### src/rtl/win_scan_pkg.sv
// Shared types and constants for the window scan controller.
// The optional WAIT_CAL stall counter is enabled by defining WIN_SCAN_STALL_CNT_EN.
package win_scan_pkg;

  // Default frame geometry and timing
  localparam int IMG_W_DEF  = 240;
  localparam int IMG_H_DEF  = 130;
  localparam int WIN        = 32;
  localparam int STRIDE_DEF = 8;
  localparam int ADDR_W_DEF = 15;
  localparam int RD_LAT_DEF = 1;

  // Number of window positions along one axis
  function automatic int n_pos(input int img, input int win, input int stride);
    return ((img - win) / stride) + 32'sd1;
  endfunction

  localparam int N_COL    = n_pos(IMG_W_DEF, WIN, STRIDE_DEF);
  localparam int N_ROW    = n_pos(IMG_H_DEF, WIN, STRIDE_DEF);
  localparam int ROW_STEP = STRIDE_DEF * IMG_W_DEF;

  typedef enum logic [2:0] {
    IDLE     = 3'd0,
    BASE     = 3'd1,
    CUT      = 3'd2,
    DRAIN    = 3'd3,
    WAIT_CAL = 3'd4,
    NEXT     = 3'd5
  } win_scan_state_t;

endpackage

### src/rtl/win_scan_dly.sv
// RD_LAT-deep delay line carrying {valid, buffer address} so that window
// buffer writes line up with the frame RAM read data.
module win_scan_dly #(
  parameter int DEPTH = 1,
  parameter int W     = 10
) (
  input  logic         clk_i,
  input  logic         rst_i,
  input  logic         valid_i,
  input  logic [W-1:0] addr_i,
  output logic         valid_o,
  output logic [W-1:0] addr_o
);

  logic [DEPTH-1:0] valid_q;
  logic [W-1:0]     addr_q [DEPTH];

  // Shift the read strobe and its buffer coordinate by one stage per cycle
  always_ff @(posedge clk_i) begin
    if (rst_i) begin
      valid_q <= '0;
      for (int i = 0; i < DEPTH; i++) begin
        addr_q[i] <= '0;
      end
    end else begin
      valid_q[0] <= valid_i;
      addr_q[0]  <= addr_i;
      for (int i = 1; i < DEPTH; i++) begin
        valid_q[i] <= valid_q[i-1];
        addr_q[i]  <= addr_q[i-1];
      end
    end
  end

  assign valid_o = valid_q[DEPTH-1];
  assign addr_o  = addr_q[DEPTH-1];

endmodule

### src/rtl/win_scan_ctrl.sv
// Window scan controller: walks 32x32 windows across the gray frame at a
// fixed stride, streams each window into the window buffer, and waits for
// the compute engine before cutting the next one.
// Optional feature macro: WIN_SCAN_STALL_CNT_EN (adds stall_cnt_o).
module win_scan_ctrl
  import win_scan_pkg::*;
#(
  parameter int IMG_W  = IMG_W_DEF,
  parameter int IMG_H  = IMG_H_DEF,
  parameter int STRIDE = STRIDE_DEF,
  parameter int ADDR_W = ADDR_W_DEF,
  parameter int RD_LAT = RD_LAT_DEF
) (
  input  logic              clk_i,
  input  logic              rst_i,
  input  logic              start_i,
  input  logic              cal_done_i,
  output logic              rd_en_o,
  output logic [ADDR_W-1:0] rd_addr_o,
  output logic              buf_wr_en_o,
  output logic [9:0]        buf_wr_addr_o,
  output logic              win_valid_o,
  output logic [4:0]        win_col_o,
  output logic [3:0]        win_row_o,
  output logic              busy_o,
`ifdef WIN_SCAN_STALL_CNT_EN
  output logic [15:0]       stall_cnt_o,
`endif
  output logic              frame_done_o
);

  localparam int                 NC         = n_pos(IMG_W, WIN, STRIDE);
  localparam int                 NR         = n_pos(IMG_H, WIN, STRIDE);
  localparam logic [4:0]         LAST_COL   = 5'(NC - 1);
  localparam logic [3:0]         LAST_ROW   = 4'(NR - 1);
  localparam logic [4:0]         XY_LAST    = 5'(WIN - 1);
  localparam logic [ADDR_W-1:0]  ONE_A      = ADDR_W'(1);
  localparam logic [ADDR_W-1:0]  LINE_STEP  = ADDR_W'(IMG_W);
  localparam logic [ADDR_W-1:0]  COL_STEP   = ADDR_W'(STRIDE);
  localparam logic [ADDR_W-1:0]  ROW_STEP_A = ADDR_W'(STRIDE * IMG_W);
  localparam int                 DRAIN_W    = (RD_LAT > 1) ? $clog2(RD_LAT) : 1;
  localparam logic [DRAIN_W-1:0] DRAIN_LAST = DRAIN_W'(RD_LAT - 1);

  win_scan_state_t     state_q, state_d;
  logic [4:0]          col_q, col_d;
  logic [3:0]          row_q, row_d;
  logic [ADDR_W-1:0]   row_base_q, row_base_d;  // first pixel of the current window row
  logic [ADDR_W-1:0]   col_off_q, col_off_d;    // col*STRIDE, built by repeated adds
  logic [ADDR_W-1:0]   line_q, line_d;          // first pixel of the current window line
  logic [4:0]          x_q, x_d;
  logic [4:0]          y_q, y_d;
  logic [DRAIN_W-1:0]  drain_q, drain_d;
  logic [ADDR_W-1:0]   rd_addr_q, rd_addr_d;
  logic                rd_en_q, rd_en_d;
  logic                win_valid_q, win_valid_d;
  logic                busy_q, busy_d;
  logic                frame_done_q, frame_done_d;

  // Next-state, scan counters and registered output values
  always_comb begin
    state_d      = state_q;
    col_d        = col_q;
    row_d        = row_q;
    row_base_d   = row_base_q;
    col_off_d    = col_off_q;
    line_d       = line_q;
    x_d          = x_q;
    y_d          = y_q;
    drain_d      = drain_q;
    rd_en_d      = 1'b0;
    rd_addr_d    = '0;
    frame_done_d = 1'b0;
    case (state_q)
      IDLE: begin
        if (start_i) begin
          state_d    = BASE;
          col_d      = 5'd0;
          row_d      = 4'd0;
          row_base_d = '0;
          col_off_d  = '0;
        end else begin
          state_d = IDLE;
        end
      end
      BASE: begin
        state_d   = CUT;
        x_d       = 5'd0;
        y_d       = 5'd0;
        line_d    = row_base_q + col_off_q;
        rd_addr_d = row_base_q + col_off_q;
        rd_en_d   = 1'b1;
      end
      CUT: begin
        if (x_q == XY_LAST) begin
          x_d = 5'd0;
          if (y_q == XY_LAST) begin
            y_d     = 5'd0;
            drain_d = '0;
            state_d = DRAIN;
          end else begin
            y_d       = y_q + 5'd1;
            line_d    = line_q + LINE_STEP;
            rd_addr_d = line_q + LINE_STEP;
            rd_en_d   = 1'b1;
          end
        end else begin
          x_d       = x_q + 5'd1;
          rd_addr_d = rd_addr_q + ONE_A;
          rd_en_d   = 1'b1;
        end
      end
      DRAIN: begin
        if (drain_q == DRAIN_LAST) begin
          state_d = WAIT_CAL;
        end else begin
          drain_d = drain_q + DRAIN_W'(1);
        end
      end
      WAIT_CAL: begin
        if (cal_done_i) begin
          state_d      = NEXT;
          frame_done_d = (col_q == LAST_COL) && (row_q == LAST_ROW);
        end else begin
          state_d = WAIT_CAL;
        end
      end
      NEXT: begin
        if (col_q != LAST_COL) begin
          col_d     = col_q + 5'd1;
          col_off_d = col_off_q + COL_STEP;
          state_d   = BASE;
        end else if (row_q != LAST_ROW) begin
          col_d      = 5'd0;
          col_off_d  = '0;
          row_d      = row_q + 4'd1;
          row_base_d = row_base_q + ROW_STEP_A;
          state_d    = BASE;
        end else begin
          col_d      = 5'd0;
          row_d      = 4'd0;
          col_off_d  = '0;
          row_base_d = '0;
          state_d    = IDLE;
        end
      end
      default: begin
        state_d = IDLE;
      end
    endcase
    win_valid_d = (state_d == WAIT_CAL);
    busy_d      = (state_d != IDLE);
  end

  // State, counters and output registers
  always_ff @(posedge clk_i) begin
    if (rst_i) begin
      state_q      <= IDLE;
      col_q        <= 5'd0;
      row_q        <= 4'd0;
      row_base_q   <= '0;
      col_off_q    <= '0;
      line_q       <= '0;
      x_q          <= 5'd0;
      y_q          <= 5'd0;
      drain_q      <= '0;
      rd_en_q      <= 1'b0;
      rd_addr_q    <= '0;
      win_valid_q  <= 1'b0;
      busy_q       <= 1'b0;
      frame_done_q <= 1'b0;
    end else begin
      state_q      <= state_d;
      col_q        <= col_d;
      row_q        <= row_d;
      row_base_q   <= row_base_d;
      col_off_q    <= col_off_d;
      line_q       <= line_d;
      x_q          <= x_d;
      y_q          <= y_d;
      drain_q      <= drain_d;
      rd_en_q      <= rd_en_d;
      rd_addr_q    <= rd_addr_d;
      win_valid_q  <= win_valid_d;
      busy_q       <= busy_d;
      frame_done_q <= frame_done_d;
    end
  end

  // Buffer write path follows the read path by the RAM latency
  win_scan_dly #(
    .DEPTH (RD_LAT),
    .W     (10)
  ) u_dly (
    .clk_i   (clk_i),
    .rst_i   (rst_i),
    .valid_i (rd_en_q),
    .addr_i  ({y_q, x_q}),
    .valid_o (buf_wr_en_o),
    .addr_o  (buf_wr_addr_o)
  );

`ifdef WIN_SCAN_STALL_CNT_EN
  logic [15:0] stall_q, stall_d;

  // Saturating count of cycles spent waiting on the compute engine
  always_comb begin
    stall_d = stall_q;
    if ((state_q == IDLE) && start_i) begin
      stall_d = 16'd0;
    end else if ((state_q == WAIT_CAL) && (stall_q != 16'hFFFF)) begin
      stall_d = stall_q + 16'd1;
    end else begin
      stall_d = stall_q;
    end
  end

  // Stall counter register
  always_ff @(posedge clk_i) begin
    if (rst_i) begin
      stall_q <= 16'd0;
    end else begin
      stall_q <= stall_d;
    end
  end

  assign stall_cnt_o = stall_q;
`endif

  assign rd_en_o      = rd_en_q;
  assign rd_addr_o    = rd_addr_q;
  assign win_valid_o  = win_valid_q;
  assign win_col_o    = col_q;
  assign win_row_o    = row_q;
  assign busy_o       = busy_q;
  assign frame_done_o = frame_done_q;

endmodule

### config.mk
export PLATFORM = sky130hd
export DESIGN_NAME = win_scan_ctrl
export DESIGN_NICKNAME = d
export VERILOG_FILES = /design/src/rtl/win_scan_pkg.sv /design/src/rtl/win_scan_dly.sv /design/src/rtl/win_scan_ctrl.sv
export SDC_FILE = /design/constraint.sdc
export NUM_CORES = 1
export LEC_CHECK = 0
export BUFFER_PORTS_ARGS = -buffer_cell sky130_fd_sc_hd__buf_2
export CAP_MARGIN = 20
export CORE_MARGIN = 1.5
export CORE_UTILIZATION = 50
export DETAILED_ROUTE_END_ITERATION = 10
export PLACE_DENSITY = 0.69
export SYNTH_ARGS = -nofsm -noshare
export SYNTH_HDL_FRONTEND = slang
export SYNTH_SLANG_ARGS = --single-unit
### constraint.sdc
create_clock -name clk_i -period 2.8 [get_ports clk_i]
set_clock_uncertainty 0.1 [all_clocks]
set_input_delay 0.42 -clock clk_i [delete_from_list [all_inputs] [get_ports clk_i]]
set_output_delay 0.42 -clock clk_i [all_outputs]
set_load 0.03 [all_outputs]
==> impl_metrics.toml <==
[final_layout]
layout.cells.non_filler = 684
flow.area_growth_from_synthesis_pct = 9.37
antenna_cells_inserted = 0
layout.core_utilization = 0.567
final_layout_size_suffix_gt1_frac = 0.148
finalNetCount = 595
post_route_cell_area_um2 = 4970

[setup_path]
path_depth = 8
category_of_cells_accounting_for_the_largest_share_of_critical_path_delay = "compound AO/OA/AOI/OAI gates"
timing.critical_path.slowest_stage_cell = "sky130_fd_sc_hd__a21oi_4"
worst_setup_start_kind = "flip-flop"
worst-endpoint-arrival_ns = 2.62
sum_of_buffers_and_inverters_on_the_critical_path = 0
required_ns = 2.93
reg2reg_depth = 8
path_class = "reg -> reg"
critical_path.max_stage_delay_ns = 0.39
cp_common_cell = "sky130_fd_sc_hd__ha_1"
critical_path_fanout_max = 14
cp_cell_sequence = "ha_1 -> and3_1 -> ha_1 -> nand4bb_1 -> a21oi_4 -> o21ai_0 -> a21oi_1 -> o22ai_1"
timing.critical_path.to_type = "flip-flop"

[timing]
achievable-frequency_ghz = 0.402
timing.slew.headroom = 0.518
hold_ws_ns = 0.222
timing.final.setup_violations = 0
rsz0062_at_grt = "false"
period_share = 0.888
tns_ns = 0
hold_violations = 0
drv_slew = 0
final_period_minus_worst_setup_slack_ns = 2.49
worst_margin_pin_slew_ns = 0.713

[power]
net-switching-power_mw = 0.669
seq_power_share = 0.544
power.share.switching = 0.289
total_leakage_power_nw = 1.90
p_clk_frac = 0.366
vdd.ir_drop.worst_v = 0.000251
power_frac_comb = 0.090
pwr_density_cell_nw_per_um2 = 466
cellInternalPower_mw = 1.64

[clocking]
cts_tree = "done"
clock_sink_count = 86
numCtsBuffers = 9
h_tree_level_count = 3
clock_insertion_delay_worst_skew_ns = 0.37
cts.reportedPaths.clkPinSlew_ns = 0.10
cts_buffer_depth = 2
clockRootBuffer = "sky130_fd_sc_hd__clkbuf_8"

[floorplanning]
design.portCount = 43
die-area_um2 = 9660
chipWidth_um = 98.3
core_area_um2 = 8760
initial_core_util = 0.518
die_height_um = 98.3
placement_rows = 34

[placement]
dpl.cell_count = 668
port-buffer-count = 42
hpwlAfterDp_um = 7640
post_dp_cell_area_um2 = 4770
gp_routability_congestion = 0.876

[logic_synthesis]
synth_seq_cells = 86
ys_seq_area_frac = 0.379
postSynthNetCount = 565
synth_top_area_cell = "sky130_fd_sc_hd__dfxtp_1"
async_reset_ff_frac = 0
post-synth-top-area-fraction = 0.379
postSynthAreaPerCell_um2 = 8.40
synthFlopType = "sky130_fd_sc_hd__dfxtp_1"
synth_warnings = 0
yosysUniqueCellTypes = 72
synthesis.instances = 541
synth_area_um2 = 4540
synth.area.top_cells = "sky130_fd_sc_hd__dfxtp_1 (38%), sky130_fd_sc_hd__ha_1 (5.5%), sky130_fd_sc_hd__nor2_1 (5.5%)"
synth_enable_flop_cells = 0

[route]
detail_route.iter0.violations = 125
num_vias = 3981
route.detailed.vias_per_inst = 5.82
per_cell_routed_wire_length_um = 15.6
antenna_violating_nets_left = 0
drt_first_pass_iters = 4
routed_wirelength_um = 10700
remaining_drc_errors = 0

[global_route]
grt_max_degree = 49
grt_first_pass_wirelength_um = 18000
grt_use_total = 0.227
grt.overflow.total = 0
number_of_antenna_violations_at_the_first_check_in_global_routing = 0
grt_pass1_vias = 3735

[run_status]
run_status = "complete, no violations"

[worst_hold_path]
min_path_cells = 3
worstHoldPathType = "in -> reg"

[flow_run]
max_cap_violations = 0
-- metrics by stage --
step	setup slack, ns	power, mW
CTS	0.200	2.33
detailed placement	0.241	1.49
finish	0.315	2.31
global route	0.0725	2.40
global placement	0.334	1.49
floorplan	0.751	1.45
-- placed cells by master, fill, tap and decap left out, types with 4 or more instances in the layout --
cell / instances
sky130_fd_sc_hd__a21oi_1: 43
sky130_fd_sc_hd__a22oi_1: 6
sky130_fd_sc_hd__o221ai_1: 5
sky130_fd_sc_hd__ha_1: 20
sky130_fd_sc_hd__a21o_1: 4
sky130_fd_sc_hd__nor2b_1: 14
sky130_fd_sc_hd__buf_4: 8
sky130_fd_sc_hd__nor2_1: 66
sky130_fd_sc_hd__xnor2_1: 13
sky130_fd_sc_hd__buf_2: 42
sky130_fd_sc_hd__xor2_1: 20
sky130_fd_sc_hd__o22ai_1: 6
sky130_fd_sc_hd__nand4_1: 6
sky130_fd_sc_hd__nor3b_1: 5
sky130_fd_sc_hd__nand2_1: 44
sky130_fd_sc_hd__nand2b_1: 7
sky130_fd_sc_hd__dfxtp_1: 86
sky130_fd_sc_hd__nor3_1: 21
sky130_fd_sc_hd__clkbuf_8: 9
sky130_fd_sc_hd__and3_1: 4
sky130_fd_sc_hd__nand3b_1: 7
sky130_fd_sc_hd__a211oi_1: 8
sky130_fd_sc_hd__inv_1: 11
sky130_fd_sc_hd__inv_6: 4
sky130_fd_sc_hd__nand3_1: 18
sky130_fd_sc_hd__o21ai_0: 28
sky130_fd_sc_hd__nor4_1: 7
-- synthesized netlist by cell type, drive strengths merged (7+ instances only) --
library cell and number:
dfxtp 86, nor2 69, a21oi 45, nand2 44
o21ai 29, nor3 24, ha 20, xor2 20
nand3 19, buf 17, clkbuf 14, nor2b 14
xnor2 13, inv 11, a211oi 8, nand2b 7
nand3b 7, nand4 7, nor3b 7, nor4 7
-- tightest hold or removal path, delay by kind of cell --
kind	cells	cell delay, ns
buf+inv	1	0.10
simple gates	2	0.11
-- per-layer routing --
metal,up-vias,wire [µm],GRT usage
li1,2004,-,-
met1,1874,4850,0.303
met2,95,5180,0.375
met3,8,543,0.0465
met4,0,97,0.0596
met5,-,0,0
-- final timing paths --
check	start	to	slack, ns
setup reg to reg	y_q[0]	line_q[12]	0.31
setup / recovery	y_q[0]	line_q[12]	0.31
hold / removal	cal_done_i	frame_done_o	0.22
hold reg to reg	rd_en_o	u_dly.valid_o	0.37
-- state kept, by name, summed over array words and instances (netlist names) --
signal	cells
y_q	5
rd_addr_o	15
line_q	14
u_dly.addr_q	10
u_dly.valid_o	1
busy_o	1
col_off_q	12
rd_en_o	1
win_valid_o	1
win_col_o	5
state_q	3
row_base_q	8
frame_done_o	1
x_q	5
win_row_o	4
-- power by group through the flow --
stage	clock network [mW]	registers [mW]	logic, mW
2_1_floorplan	0	1.29	0.162
3_3_place_gp	0	1.29	0.202
3_5_place_dp	0	1.29	0.206
4_1_cts	0.868	1.26	0.207
5_1_grt	0.912	1.26	0.227
6_report	0.848	1.26	0.208
-- cell type report --
| type | count | area, µm² |
|---|---|---|
| clock inverters | 7 | 61.3 |
| repair buffers | 50 | 270 |
| fillers | 855 | 3800 |
| multi-input cells | 413 | 2610 |
| flip-flops and latches | 86 | 1720 |
| well taps | 108 | 135 |
| inverters | 11 | 41.3 |
| clock buffers | 9 | 124 |
-- kinds of logic after synthesis --
group | share of synthesized area
adder cells (fa/ha/maj) | 0.0551
AO/OA/AOI/OAI | 0.196
AND/OR/NAND/NOR | 0.255
flip-flops | 0.379
multiplexers | 0.00468
buffers and inverters | 0.0471
XOR/XNOR | 0.0636
-- timing repair --
item	CTS	global route
hold buffers	0	0
resized for setup	0	1
endpoints found under the setup margin	0	2
buffers inserted	0	0
No activity file was read; power rests on OpenSTA's default activity.
